## config.mk

```make
export PLATFORM = sky130hd
export DESIGN_NAME = mac_dft_engine
export DESIGN_NICKNAME = d
export VERILOG_FILES = /design/src/rtl/mac_dft_engine.sv
export SDC_FILE = /design/constraint.sdc
export NUM_CORES = 2
export LEC_CHECK = 0
export ABC_AREA = 0
export CAP_MARGIN = 20
export CORE_ASPECT_RATIO = 1.5
export CORE_UTILIZATION = 50
export DETAILED_ROUTE_END_ITERATION = 16
export MAX_ROUTING_LAYER = met4
export PLACE_DENSITY = 0.69
export SLEW_MARGIN = 20
export SYNTH_ARGS = -nofsm -noshare
export SYNTH_HDL_FRONTEND = slang
export SYNTH_SLANG_ARGS = --single-unit
export TNS_END_PERCENT = 100
```

## constraint.sdc

```tcl
create_clock -name clk -period 28.4 [get_ports clk]
set_input_delay 2.84 -clock clk [delete_from_list [all_inputs] [get_ports clk]]
set_output_delay 2.84 -clock clk [all_outputs]
set_load 0.005 [all_outputs]
```

## src/rtl/mac_dft_engine.sv

```systemverilog
// mac_dft_engine: direct-form DFT, one complex multiply-accumulate per cycle,
// one output bin per N+2 cycles, streamed out over a valid/ready handshake.
`default_nettype none

module mac_dft_engine #(
  parameter int DATA_W = 16,
  parameter int ADDR_W = 12,
  parameter int ACC_W  = 2*DATA_W+ADDR_W
) (
  input  logic                     clk,
  input  logic                     n_Reset,
  input  logic                     start,
  input  logic [ADDR_W-1:0]        samp_number,
  input  logic [3:0]               scale,
  output logic [ADDR_W-1:0]        smp_addr,
  input  logic signed [DATA_W-1:0] smp_re,
  input  logic signed [DATA_W-1:0] smp_im,
  output logic [ADDR_W-1:0]        tw_k,
  output logic [ADDR_W-1:0]        tw_n,
  input  logic signed [DATA_W-1:0] tw_re,
  input  logic signed [DATA_W-1:0] tw_im,
  output logic                     out_valid,
  input  logic                     out_ready,
  output logic signed [DATA_W-1:0] out_re,
  output logic signed [DATA_W-1:0] out_im,
  output logic [ADDR_W-1:0]        out_k,
  output logic                     out_last,
  output logic                     busy,
  output logic                     done,
  output logic                     err
);

  typedef enum logic [1:0] {IDLE = 2'd0, RUN = 2'd1, DRAIN = 2'd2, OUT = 2'd3} state_t;

  localparam int PROD_W = 2*DATA_W+1;
  localparam logic signed [ACC_W:0] SAT_MAX = {{(ACC_W-DATA_W+2){1'b0}}, {(DATA_W-1){1'b1}}};
  localparam logic signed [ACC_W:0] SAT_MIN = {{(ACC_W-DATA_W+2){1'b1}}, {(DATA_W-1){1'b0}}};

  state_t                    state_q, state_d;
  logic [ADDR_W-1:0]         k_q, k_d, n_q, n_d, len_q, len_d;
  logic [3:0]                scale_q, scale_d;
  logic signed [ACC_W-1:0]   acc_re_q, acc_re_d, acc_im_q, acc_im_d;
  logic                      vld_q, vld_d, done_q, done_d, err_q, err_d;

  logic signed [2*DATA_W-1:0] p_rr, p_ii, p_ri, p_ir;
  logic signed [PROD_W-1:0]   prod_re, prod_im;
  logic signed [ACC_W-1:0]    ext_re, ext_im;
  logic                       last_n, last_k;

  assign p_rr    = smp_re * tw_re;
  assign p_ii    = smp_im * tw_im;
  assign p_ri    = smp_re * tw_im;
  assign p_ir    = smp_im * tw_re;
  assign prod_re = {p_rr[2*DATA_W-1], p_rr} - {p_ii[2*DATA_W-1], p_ii};
  assign prod_im = {p_ri[2*DATA_W-1], p_ri} + {p_ir[2*DATA_W-1], p_ir};
  assign ext_re  = {{(ACC_W-PROD_W){prod_re[PROD_W-1]}}, prod_re};
  assign ext_im  = {{(ACC_W-PROD_W){prod_im[PROD_W-1]}}, prod_im};

  assign last_n = (n_q == len_q - ADDR_W'(1));
  assign last_k = (k_q == len_q - ADDR_W'(1));

  // Round half up at bit s-1, arithmetic shift by s = DATA_W-1+scale, then clamp.
  function automatic logic signed [DATA_W-1:0] round_sat(input logic signed [ACC_W-1:0] a,
                                                         input logic [3:0] sc);
    logic [5:0]              s;
    logic signed [ACC_W:0]   half, w;
    s    = 6'(DATA_W-1) + {2'b00, sc};
    half = {{ACC_W{1'b0}}, 1'b1} << (s - 6'd1);
    w    = {a[ACC_W-1], a} + half;
    w    = w >>> s;
    if (w > SAT_MAX)      w = SAT_MAX;
    else if (w < SAT_MIN) w = SAT_MIN;
    return w[DATA_W-1:0];
  endfunction

  always_ff @(posedge clk or negedge n_Reset) begin
    if (!n_Reset) begin
      state_q  <= IDLE;
      k_q      <= '0;
      n_q      <= '0;
      len_q    <= '0;
      scale_q  <= '0;
      acc_re_q <= '0;
      acc_im_q <= '0;
      vld_q    <= 1'b0;
      done_q   <= 1'b0;
      err_q    <= 1'b0;
    end else begin
      state_q  <= state_d;
      k_q      <= k_d;
      n_q      <= n_d;
      len_q    <= len_d;
      scale_q  <= scale_d;
      acc_re_q <= acc_re_d;
      acc_im_q <= acc_im_d;
      vld_q    <= vld_d;
      done_q   <= done_d;
      err_q    <= err_d;
    end
  end

  always_comb begin
    state_d  = state_q;
    k_d      = k_q;
    n_d      = n_q;
    len_d    = len_q;
    scale_d  = scale_q;
    acc_re_d = acc_re_q;
    acc_im_d = acc_im_q;
    vld_d    = 1'b0;
    done_d   = 1'b0;
    err_d    = err_q;

    // vld_q marks the cycle on which data for the previously issued index returns.
    if (vld_q) begin
      acc_re_d = acc_re_q + ext_re;
      acc_im_d = acc_im_q + ext_im;
    end

    case (state_q)
      IDLE: begin
        if (start) begin
          if (samp_number >= ADDR_W'(2)) begin
            state_d  = RUN;
            k_d      = '0;
            n_d      = '0;
            acc_re_d = '0;
            acc_im_d = '0;
            err_d    = 1'b0;
            len_d    = samp_number;
            scale_d  = scale;
          end else begin
            err_d = 1'b1;
          end
        end
      end
      RUN: begin
        vld_d = 1'b1;
        if (last_n) state_d = DRAIN;
        else        n_d     = n_q + ADDR_W'(1);
      end
      DRAIN: state_d = OUT;
      OUT: begin
        if (out_ready) begin
          if (last_k) begin
            state_d = IDLE;
            done_d  = 1'b1;
          end else begin
            state_d  = RUN;
            k_d      = k_q + ADDR_W'(1);
            n_d      = '0;
            acc_re_d = '0;
            acc_im_d = '0;
          end
        end
      end
      default: state_d = IDLE;
    endcase
  end

  assign smp_addr  = n_q;
  assign tw_n      = n_q;
  assign tw_k      = k_q;
  assign out_k     = k_q;
  assign out_valid = (state_q == OUT);
  assign out_last  = out_valid && last_k;
  assign out_re    = out_valid ? round_sat(acc_re_q, scale_q) : '0;
  assign out_im    = out_valid ? round_sat(acc_im_q, scale_q) : '0;
  assign busy      = (state_q != IDLE);
  assign done      = done_q;
  assign err       = err_q;

endmodule

`default_nettype wire

```

==> impl_metrics.toml <==
[global_routing]
grt_first_pass_wirelength_um = 336000
first_global_vias = 59167
use_met1 = 0.357
use_met3 = 0.0404
busiest_layer = "met2"
grt.overflow.total = 0
grt_usage = 0.337
grt_antenna_before_repair = 3
grt_max_degree = 75
met2_usage = 0.586

[clock_network]
htreeDepth = 4
clock_latency_ns = 0.54
post-cts-setup-buffers = 0
cts_buffers = 17
clkSlewWorstSetupHoldPaths_ns = 0.07
clock-root-buffer = "clkbuf_16"
clockBufferDepth = 2
cts_tree = "done"
clock_sinks = 133
postCtsHoldBufs = 0
postCtsResizedCells = 0

[synth]
ys_ff_latch = 133
seq_area_frac_synth = 0.0497
synthDistinctLibCells = 112
syn_inst = 7600
synth_area_per_cell_um2 = 8.81
synth.most_common_cell = "inv_1"
synth_top_area_cell = "fa_1"
synth-main-ff-cell = "dfrtp_1"
synth_top_area_frac = 0.434
yosys-top-cells-area = "fa_1, inv_1, ha_1"
synth_edf_count = 0
yosysWarningCount = 0
async_flop_share = 1.00
synth_commonest_cells = "inv_1, fa_1, nand2_1"
syn_area_um2 = 67000

[placement]
dp_hpwl_um = 170000
io_buffers = 168
gp_congestion = 1.00

[timing]
worst_pin_slew_ns = 1.21
skew_ns = 0.0169
relSlewSlack = 0.188
hold_violations = 0
post-route-period-util = 0.508
setup_viol = 0
finalCriticalPeriod_ns = 14.42
fmax_mhz = 69.4
rsz0062_at_grt = "false"
finalSetupTns_ns = 0
slew_viol_final = 0

[worst_setup_path]
cp-start-kind = "flip-flop"
critical_path_class = "reg2out"
arrival_ns = 11.58
cpPeakStageDelay_ns = 0.90
cp-end-kind = "primary output"
crit_slowest_cell = "dfrtp_4"
crit_start = "scale_q[0]"
worstReg2RegStart = "acc_im_q[10]"
crit_fanout = 59
critPathRequiredTime_ns = 25.56
cp_common_cell = "nor2_1"

[drt]
drc_errors = 0
drt_iter0_drc = 3950
ant_nets = 0
wl_um = 214000
drt_pass1_iterations = 6
vias_per_cell = 5.82
wl_per_cell_um = 23.0
num_vias = 54071

[die]
start_util = 0.504
die_h_um = 450
dieWidth_um = 301
design.core.area_um2 = 133000
fp-row-count = 164
die-area_um2 = 135000
ios = 169

[layout]
synthToLayoutAreaGrowth_pct = 5.58
fillCellCount = 12365
layout.nets = 9513
drive_gt1_frac = 0.0353

[run]
max-cap-violations = 0

[worst_hold_path]
hold_path.class = "reg2reg"
hold_start = "err"

[run_status]
outcome = "complete, no violations"
[cells in the final DEF, fill, tap and decap left out, drive strengths merged, types with 10 or more instances in the layout]
cell,count
or2,19
nand3,62
clkdlybuf4s50,165
fa,1453
mux2,40
and3,35
conb,24
and2,474
ha,451
dfrtp,133
o21a,34
a211o,13
nor4,24
a2111oi,16
a21oi,278
a221oi,19
xnor2,129
mux2i,153
xor2,78
o221ai,16
o21ai,171
or3,27
o22ai,20
o31ai,22
nor3,77
nor2,387
nand4,50
buf,97
a21o,94
inv,1657
a221o,10
a31oi,44
nand2,858
o21bai,24
o211ai,36
a211oi,72
clkbuf,18
mux4,20
nor2b,16
nand2b,42
[stage by stage]
step | worst slack [ns] | std cells | area (um2) | utilization | hold slack [ns]
final | 13.98 | 9283 | 70700 | 0.532 | 0.558
after global routing | 13.41 | 9281 | 70700 | 0.532 | 0.584
after CTS | 14.17 | 9281 | 70700 | 0.532 | 0.555
after detailed placement | 14.76 | 9249 | 70100 | 0.527 | 0.530
after global placement | 14.92 | 9249 | 70100 | 0.527 | 0.517
after floorplan | 16.85 | 7623 | 67000 | - | 0.500
[layer usage]
layer  vias up  routed length [um]
met4         0               17600
met3       879               11800
met2      2163              112000
met5         -                   0
li1      23381                   -
met1     27648               72800
[final cells by class]
type                    instances  area [um2]  share of cell area
inverters                    1650        6190              0.0876
diodes                          2        5.00           0.0000708
clock buffers                  18         429             0.00607
multi-input cells            5461       56000               0.793
flip-flops and latches        133        3340              0.0472
repair buffers                262        2380              0.0336
well taps                    1743        2180              0.0309
clock inverters                14         133             0.00188
[cells by family (layout without fill, tap and decap cells)]
logic type      after synthesis  in the layout  synth area share
mux                         213            213            0.0364
other cells                   1             26         0.0000560
compound gates              997            997             0.101
fa+ha+maj                  1904           1904             0.519
buf+inv                    2029           1944             0.116
flops                       133            133            0.0497
simple gates               2116           2116             0.151
xor+xnor                    207            207            0.0271
[flip-flops by register name (all words and copies together), names as in the netlist]
name and cells:
acc_im_q 44, acc_re_q 44, done 1, err 1
len_q 12, out_k 12, scale_q 4, smp_addr 12
state_q 2, vld_q 1
[worst paths after layout]
kind	end	slack [ns]	cells past startpoint
setup / recovery	out_im[10]	13.98	28
hold / removal	err	0.56	2
setup reg to reg	acc_im_q[41]	19.02	30
hold reg to reg	err	0.56	2
max in group asynchronous	vld_q	24.60	2
min in group asynchronous	scale_q[3]	2.38	1
[worst max-delay path, delay by kind of cell (launching register included)]
kind / cells / cell delay (ns)
DFF: 1 / 0.90
and+or+nand+nor: 8 / 2.50
buffers and inverters: 4 / 2.08
adders and majority gates: 3 / 1.23
AOI/OAI and AO/OA: 10 / 3.28
muxes: 1 / 0.60
xor gates and xnor gates: 2 / 0.42
Power is not shown: default switching activity piles up to over one toggle a cycle in this logic, so the estimate is an artifact.
